==> src/rtl/alu_issue_sched_if.sv <==
// Bus bundle between the reservation stations, the ALU issue scheduler and the ALU state unit.
// slave = scheduler side, master = RS/ALU side.
interface alu_issue_sched_if #(
  parameter int unsigned NUM_RS  = 4,
  parameter int unsigned DATA_W  = 32,
  parameter int unsigned LABEL_W = 4
);
  logic [NUM_RS-1:0]         rsReady;
  logic [2*NUM_RS-1:0]       rsOp;
  logic [DATA_W*NUM_RS-1:0]  rsData1;
  logic [DATA_W*NUM_RS-1:0]  rsData2;
  logic [LABEL_W*NUM_RS-1:0] rsLabel;
  logic                      flush;
  logic                      aluAvail;
  logic [NUM_RS-1:0]         rsGrant;
  logic                      aluWEN;
  logic [1:0]                aluOp;
  logic [DATA_W-1:0]         aluData1;
  logic [DATA_W-1:0]         aluData2;
  logic [LABEL_W-1:0]        aluLabel;
  logic [15:0]               issueCnt;
  logic [15:0]               stallCnt;

  modport slave (
    input  rsReady, rsOp, rsData1, rsData2, rsLabel, flush, aluAvail,
    output rsGrant, aluWEN, aluOp, aluData1, aluData2, aluLabel, issueCnt, stallCnt
  );

  modport master (
    output rsReady, rsOp, rsData1, rsData2, rsLabel, flush, aluAvail,
    input  rsGrant, aluWEN, aluOp, aluData1, aluData2, aluLabel, issueCnt, stallCnt
  );
endinterface

==> src/rtl/alu_issue_sched.sv <==
// Round-robin issue scheduler: one ready RS entry per cycle into a registered ALU issue slot.
// Define ISSUE_STATS_EN to build the saturating issue/stall counters; otherwise they read 0.
module alu_issue_sched #(
  parameter int unsigned NUM_RS  = 4,
  parameter int unsigned DATA_W  = 32,
  parameter int unsigned LABEL_W = 4
) (
  input  logic              clk,
  input  logic              nRST,
  alu_issue_sched_if.slave  bus
);
  localparam int unsigned PTR_W = $clog2(NUM_RS);
  localparam int unsigned CNT_W = 16;

  logic [PTR_W-1:0]   r_ptr;
  logic [NUM_RS-1:0]  r_mask;
  logic [NUM_RS-1:0]  r_grant;
  logic               r_wen;
  logic [1:0]         r_op;
  logic [DATA_W-1:0]  r_data1;
  logic [DATA_W-1:0]  r_data2;
  logic [LABEL_W-1:0] r_label;

  logic [NUM_RS-1:0]  w_eligible;
  logic [NUM_RS-1:0]  w_grant_oh;
  logic [PTR_W-1:0]   w_sel;
  logic [PTR_W-1:0]   w_ptr_nxt;
  logic               w_found;
  logic               w_consume;
  logic               w_slot_free;
  logic               w_grant_en;
  logic [1:0]         w_op;
  logic [DATA_W-1:0]  w_data1;
  logic [DATA_W-1:0]  w_data2;
  logic [LABEL_W-1:0] w_label;

  assign w_eligible  = bus.rsReady & ~r_mask;
  assign w_consume   = r_wen & bus.aluAvail;
  assign w_slot_free = ~r_wen | w_consume;
  assign w_grant_en  = w_slot_free & ~bus.flush & w_found;
  assign w_grant_oh  = NUM_RS'(1) << w_sel;
  assign w_ptr_nxt   = (w_sel == PTR_W'(NUM_RS - 1)) ? '0 : w_sel + PTR_W'(1);

  // First eligible entry scanning from r_ptr upward, wrapping at NUM_RS.
  always_comb begin : pick
    int unsigned v_idx;
    w_found = 1'b0;
    w_sel   = '0;
    v_idx   = 0;
    for (int unsigned k = 0; k < NUM_RS; k++) begin
      v_idx = 32'(r_ptr) + k;
      if (v_idx >= NUM_RS) v_idx = v_idx - NUM_RS;
      if (!w_found && w_eligible[PTR_W'(v_idx)]) begin
        w_found = 1'b1;
        w_sel   = PTR_W'(v_idx);
      end
    end
  end

  always_comb begin : payload_mux
    w_op    = '0;
    w_data1 = '0;
    w_data2 = '0;
    w_label = '0;
    for (int unsigned i = 0; i < NUM_RS; i++) begin
      if (w_sel == PTR_W'(i)) begin
        w_op    = bus.rsOp[2*i +: 2];
        w_data1 = bus.rsData1[DATA_W*i +: DATA_W];
        w_data2 = bus.rsData2[DATA_W*i +: DATA_W];
        w_label = bus.rsLabel[LABEL_W*i +: LABEL_W];
      end
    end
  end

  // Issue slot: flush beats consume; a consumed slot may be refilled at the same edge.
  always_ff @(posedge clk or negedge nRST) begin
    if (!nRST) begin
      r_ptr   <= '0;
      r_mask  <= '0;
      r_grant <= '0;
      r_wen   <= 1'b0;
      r_op    <= '0;
      r_data1 <= '0;
      r_data2 <= '0;
      r_label <= '0;
    end else if (bus.flush) begin
      r_wen   <= 1'b0;
      r_grant <= '0;
      r_mask  <= '0;
    end else if (w_grant_en) begin
      r_wen   <= 1'b1;
      r_grant <= w_grant_oh;
      r_mask  <= w_grant_oh;
      r_ptr   <= w_ptr_nxt;
      r_op    <= w_op;
      r_data1 <= w_data1;
      r_data2 <= w_data2;
      r_label <= w_label;
    end else begin
      r_grant <= '0;
      r_mask  <= '0;
      if (w_consume) r_wen <= 1'b0;
    end
  end

  assign bus.rsGrant  = r_grant;
  assign bus.aluWEN   = r_wen;
  assign bus.aluOp    = r_op;
  assign bus.aluData1 = r_data1;
  assign bus.aluData2 = r_data2;
  assign bus.aluLabel = r_label;

`ifdef ISSUE_STATS_EN
  logic [CNT_W-1:0] r_issue_cnt;
  logic [CNT_W-1:0] r_stall_cnt;

  // Saturating statistics; a flushed consume does not count as an issue.
  always_ff @(posedge clk or negedge nRST) begin
    if (!nRST) begin
      r_issue_cnt <= '0;
      r_stall_cnt <= '0;
    end else begin
      if (w_consume && !bus.flush && (r_issue_cnt != {CNT_W{1'b1}}))
        r_issue_cnt <= r_issue_cnt + CNT_W'(1);
      if (r_wen && !bus.aluAvail && (r_stall_cnt != {CNT_W{1'b1}}))
        r_stall_cnt <= r_stall_cnt + CNT_W'(1);
    end
  end

  assign bus.issueCnt = r_issue_cnt;
  assign bus.stallCnt = r_stall_cnt;
`else
  assign bus.issueCnt = '0;
  assign bus.stallCnt = '0;
`endif
endmodule

==> src/flat_wrapper.sv <==
// flat-port wrapper written by rule: the top's interface ports become plain ports
module alu_issue_sched_flat 
#(
  parameter int unsigned NUM_RS  = 4,
  parameter int unsigned DATA_W  = 32,
  parameter int unsigned LABEL_W = 4
)
  (clk, nRST, bus_rsReady, bus_rsOp, bus_rsData1, bus_rsData2, bus_rsLabel, bus_flush, bus_aluAvail, bus_rsGrant, bus_aluWEN, bus_aluOp, bus_aluData1, bus_aluData2, bus_aluLabel, bus_issueCnt, bus_stallCnt);
  alu_issue_sched_if #(.NUM_RS(NUM_RS), .DATA_W(DATA_W), .LABEL_W(LABEL_W)) bus_i ();
  input  logic clk;
  input  logic nRST;
  input wire logic [$bits(bus_i.rsReady)-1:0] bus_rsReady;
  input wire logic [$bits(bus_i.rsOp)-1:0] bus_rsOp;
  input wire logic [$bits(bus_i.rsData1)-1:0] bus_rsData1;
  input wire logic [$bits(bus_i.rsData2)-1:0] bus_rsData2;
  input wire logic [$bits(bus_i.rsLabel)-1:0] bus_rsLabel;
  input wire logic [$bits(bus_i.flush)-1:0] bus_flush;
  input wire logic [$bits(bus_i.aluAvail)-1:0] bus_aluAvail;
  output wire logic [$bits(bus_i.rsGrant)-1:0] bus_rsGrant;
  output wire logic [$bits(bus_i.aluWEN)-1:0] bus_aluWEN;
  output wire logic [$bits(bus_i.aluOp)-1:0] bus_aluOp;
  output wire logic [$bits(bus_i.aluData1)-1:0] bus_aluData1;
  output wire logic [$bits(bus_i.aluData2)-1:0] bus_aluData2;
  output wire logic [$bits(bus_i.aluLabel)-1:0] bus_aluLabel;
  output wire logic [$bits(bus_i.issueCnt)-1:0] bus_issueCnt;
  output wire logic [$bits(bus_i.stallCnt)-1:0] bus_stallCnt;
  assign bus_i.rsReady = bus_rsReady;
  assign bus_i.rsOp = bus_rsOp;
  assign bus_i.rsData1 = bus_rsData1;
  assign bus_i.rsData2 = bus_rsData2;
  assign bus_i.rsLabel = bus_rsLabel;
  assign bus_i.flush = bus_flush;
  assign bus_i.aluAvail = bus_aluAvail;
  assign bus_rsGrant = bus_i.rsGrant;
  assign bus_aluWEN = bus_i.aluWEN;
  assign bus_aluOp = bus_i.aluOp;
  assign bus_aluData1 = bus_i.aluData1;
  assign bus_aluData2 = bus_i.aluData2;
  assign bus_aluLabel = bus_i.aluLabel;
  assign bus_issueCnt = bus_i.issueCnt;
  assign bus_stallCnt = bus_i.stallCnt;
  alu_issue_sched #(.NUM_RS(NUM_RS), .DATA_W(DATA_W), .LABEL_W(LABEL_W)) u_core (.clk(clk), .nRST(nRST), .bus(bus_i));
endmodule
==> config.mk <==
export PLATFORM = sky130hd
export DESIGN_NAME = alu_issue_sched_flat
export DESIGN_NICKNAME = d
export VERILOG_FILES = /design/src/rtl/alu_issue_sched_if.sv /design/src/rtl/alu_issue_sched.sv /design/src/flat_wrapper.sv
export SDC_FILE = /design/constraint.sdc
export NUM_CORES = 1
export LEC_CHECK = 0
export CAP_MARGIN = 0
export CELL_PAD_IN_SITES_DETAIL_PLACEMENT = 1
export CELL_PAD_IN_SITES_GLOBAL_PLACEMENT = 1
export CORE_AREA = 4 4 152 154
export CTS_BUF_LIST = sky130_fd_sc_hd__clkbuf_16
export DETAILED_ROUTE_END_ITERATION = 6
export DIE_AREA = 0 0 156 158
export GPL_ROUTABILITY_DRIVEN = 0
export GPL_TIMING_DRIVEN = 0
export PLACE_DENSITY = 0.83
export REMOVE_ABC_BUFFERS = 1
export SLEW_MARGIN = 10
export SYNTH_ARGS = -nofsm -noshare
export SYNTH_HDL_FRONTEND = slang
export SYNTH_SLANG_ARGS = --single-unit
==> constraint.sdc <==
create_clock -name clk -period 4.82 [get_ports clk]
set_input_delay 0.964 -clock clk [delete_from_list [all_inputs] [get_ports clk]]
set_output_delay 0.964 -clock clk [all_outputs]
set_load 0.1 [all_outputs]
==> impl_metrics.env <==
export IMPL_status="complete, no violations"
export IMPL_ir_drop_v=0.0003654
export IMPL_finalWorstSetupSlack_ps=768.0
export IMPL_dp_slack_ps=357.1
export IMPL_fin_crit_ps=4052
export IMPL_rsz0062_at_grt="false"
export IMPL_synthAdderAreaFrac_pct=0.9456
export IMPL_yosys_area_top_type="dfrtp_1"
export IMPL_synth_xor_area_share_pct=0
export IMPL_ctsResizeCount=0
export IMPL_place_detailed_hpwl_mm=18.49
export IMPL_cts_buffers=9
export IMPL_design_portCount=395
export IMPL_timing_final_crit_share_pct=84.07
export IMPL_initial_core_util_pct=24.40
export IMPL_critical_path_cell_chain="clkdlybuf4s50_1, nor4b_1, a31oi_1, o211ai_1, nor2_1, ha_4, buf_12, nor2b_4, buf_12, a221oi_1, o31ai_1, mux2_4"
export IMPL_h_tree_depth=3
export IMPL_ys_seq_area_share_pct=36.41
export IMPL_hp_class="reg2reg"
export IMPL_ys_flop_type="dfrtp_1"
export IMPL_fin_skew_ps=10.38
export IMPL_drc=0
export IMPL_die_h_um=158
export IMPL_antenna_cells=0
export IMPL_portBuffers=362
export IMPL_gr_total_overflow=0
export IMPL_yosysTopAreaCellShare_pct=36.41
export IMPL_fmax_mhz=246.8
export IMPL_nNetsFinal=1170
export IMPL_grt_max_degree=72
export IMPL_chipWidth_um=156
export IMPL_synth_top_family_by_area="compound AO/OA/AOI/OAI gates"
export IMPL_ys_async_sr_fraction_pct=100.0
export IMPL_max_slew_margin_rel_pct=25.99
export IMPL_slew_viol_final=0
export IMPL_drt_vias_per_instance=4.923
export IMPL_ys_ff_latch=77
export IMPL_post_drt_wl_per_cell_um=19.97
export IMPL_rows=54
export IMPL_power_density_nw_per_um2=805.5
export IMPL_yosys_cell_count_top_type="dfrtp_1"
export IMPL_clk_latency_ps=330
export IMPL_core_area_um2=21690
export IMPL_slowest_stage="clkdlybuf4s50_1"
export IMPL_yosys_area_share_simple_pct=12.29
export IMPL_dieArea_um2=24650
export IMPL_hold_violations=0
export IMPL_wl_mm=23.22
export IMPL_grt_util_all_layers_pct=17.66
export IMPL_highest_layer="met4"
export IMPL_syn_cell_area_um2=5293
export IMPL_cts_tree="done"
export IMPL_tns_ps=0
export IMPL_syn_area_per_cell_um2=9.553
export IMPL_synthTopCellsByCount="dfrtp_1 (77), nor2_1 (75), a221oi_1 (70), nand2_1 (70), o31ai_1 (70)"
export IMPL_ant_nets=0
export IMPL_synth_edff_count=0
export IMPL_drtIter0Drc=282
export IMPL_min_from="u_core.bus.aluData1[31]$_DFFE_PN0P_"
export IMPL_multiInputGateArea_um2=3009
export IMPL_max_cap_violations=0
export IMPL_crit_top_cell="buf_12"
export IMPL_wl_met1_mm=8.633
export IMPL_crit_type="in2reg"
export IMPL_synth_cells=554
export IMPL_path_max_fanout=47
export IMPL_vias=5725
export IMPL_met3_wirelength_mm=1.888
export IMPL_synth_warnings=0
export IMPL_cts_hold_buf=0
export IMPL_cts_setup_buffers=0
export IMPL_synthDistinctLibCells=30
export IMPL_path_buf_inv=3
export IMPL_grt_pass1_wl_mm=34.27
export IMPL_slowest_delay_ps=460
export IMPL_drive_gt1_share_pct=12.00
export IMPL_worstPathRequired_ps=5030
export IMPL_muxShareOfSynthArea_pct=17.87
export IMPL_antenna_found_initial=0
export IMPL_cts_sinks=77
export IMPL_tightest_slew_ps=1107
export IMPL_cts_root_buf="clkbuf_16"
export IMPL_clock_path_buffers=2
export IMPL_grt_pass1_vias=6145
export IMPL_route_met2_wl_mm=12.02
export IMPL_synth_area_top_cells="dfrtp_1 (36%), a221oi_1 (12%), mux2_4 (10%), o31ai_1 (9.9%), mux2_2 (7.7%)"
export IMPL_fillCellCount=2470
export IMPL_worstSetupEndpointType="flip-flop"
export IMPL_register_area_um2=1927
export IMPL_power_total_mw=7.611
export IMPL_clkTransAtPathRegs_ps=60
export IMPL_synth_compound_area_share_pct=22.58
export IMPL_r2r_start="u_core.r_ptr[1]$_DFFE_PN0P_"
export IMPL_setup_viol=0
export IMPL_arrival_ps=4260
export IMPL_crit_start="bus_rsReady[0]"
export IMPL_syn2layout_area_growth_pct=78.53
export IMPL_critical_path_top_delay_family="buffers and inverters"
export IMPL_p_leak_nw=3.750
export IMPL_cp_start_kind="input pin"
export IMPL_dr_pass1_iters=4
[path summary, 6_finish.rpt]
kind	cells after the start	slack (ps)	endpoint
max in group asynchronous	2	3610	u_core.bus.aluData2[21]$_DFFE_PN0P_
worst min-delay path	1	500	u_core.bus.aluData1[31]$_DFFE_PN0P_
worst min register to register	1	500	u_core.bus.aluData1[31]$_DFFE_PN0P_
worst max-delay path	12	770	u_core.bus.aluData2[21]$_DFFE_PN0P_
min in group asynchronous	1	600	u_core.bus.aluData1[10]$_DFFE_PN0P_
worst max register to register	11	1360	u_core.bus.aluData2[21]$_DFFE_PN0P_
[logic make-up (layout without fill, tap and decap cells)]
logic type,after synthesis,in the layout
muxes,72,72
adders and majority gates,4,4
buffers and inverters,93,391
DFF,77,77
and+or+nand+nor,158,158
other,1,32
AOI/OAI and AO/OA,149,149
[routing by layer]
metal	track usage, %	vias up
li1	-	2640
met1	19.61	2782
met2	32.52	264
met3	4.511	39
met4	6.461	0
met5	0	-
[sequential cells by signal (all words and copies together), names as in the netlist]
register and count:
u_core.bus.aluLabel 4, u_core.bus.aluData2 32, u_core.bus.aluWEN 1, u_core.bus.aluOp 2
u_core.r_mask 4, u_core.bus.aluData1 32, u_core.r_ptr 2
[cell usage in the layout (no fill, tap or decap), types with 2 or more instances in the layout]
cell             count
a21oi_1              4
a221oi_1            70
buf_12               4
buf_16               4
bufinv_16            3
clkbuf_16            9
clkdlybuf4s50_1    361
clkinv_1             3
conb_1              32
dfrtp_1             77
ha_4                 3
inv_1                5
mux2_2              36
mux2_4              36
nand2_1             70
nand2b_1             2
nor2_1              75
nor2b_2              4
o31ai_1             70
[final cells by class]
class                           count  area share, %
Timing Repair Buffer              370          40.33
Inverter                            5         0.2251
Clock inverter                      7          1.112
Multi-Input combinational cell    415          31.85
Tap cell                          280          3.708
Sequential cell                    77          20.39
Clock buffer                        9          2.383
[metrics by stage]
| step | utilization, % | cells | hold slack (ps) | instance area (um^2) |
|---|---|---|---|---|
| 4_1_cts | 43.57 | 1163 | 506.1 | 9449 |
| 3_3_place_gp | 40.95 | 1139 | 486.3 | 8881 |
| 5_1_grt | 43.57 | 1163 | 522.4 | 9449 |
| 3_5_place_dp | 42.04 | 1147 | 494.6 | 9119 |
| 6_report | 43.57 | 1163 | 502.9 | 9449 |
| 2_1_floorplan | - | 497 | 541.6 | 4907 |
[power breakdown]
part / leakage [nW] / internal [mW] / switching (mW)
registers: 0.959 / 0.953 / 0.170
logic: 2.63 / 1.88 / 3.84
clock network: 0.163 / 0.499 / 0.272
Power figures use the tool's default switching activity.
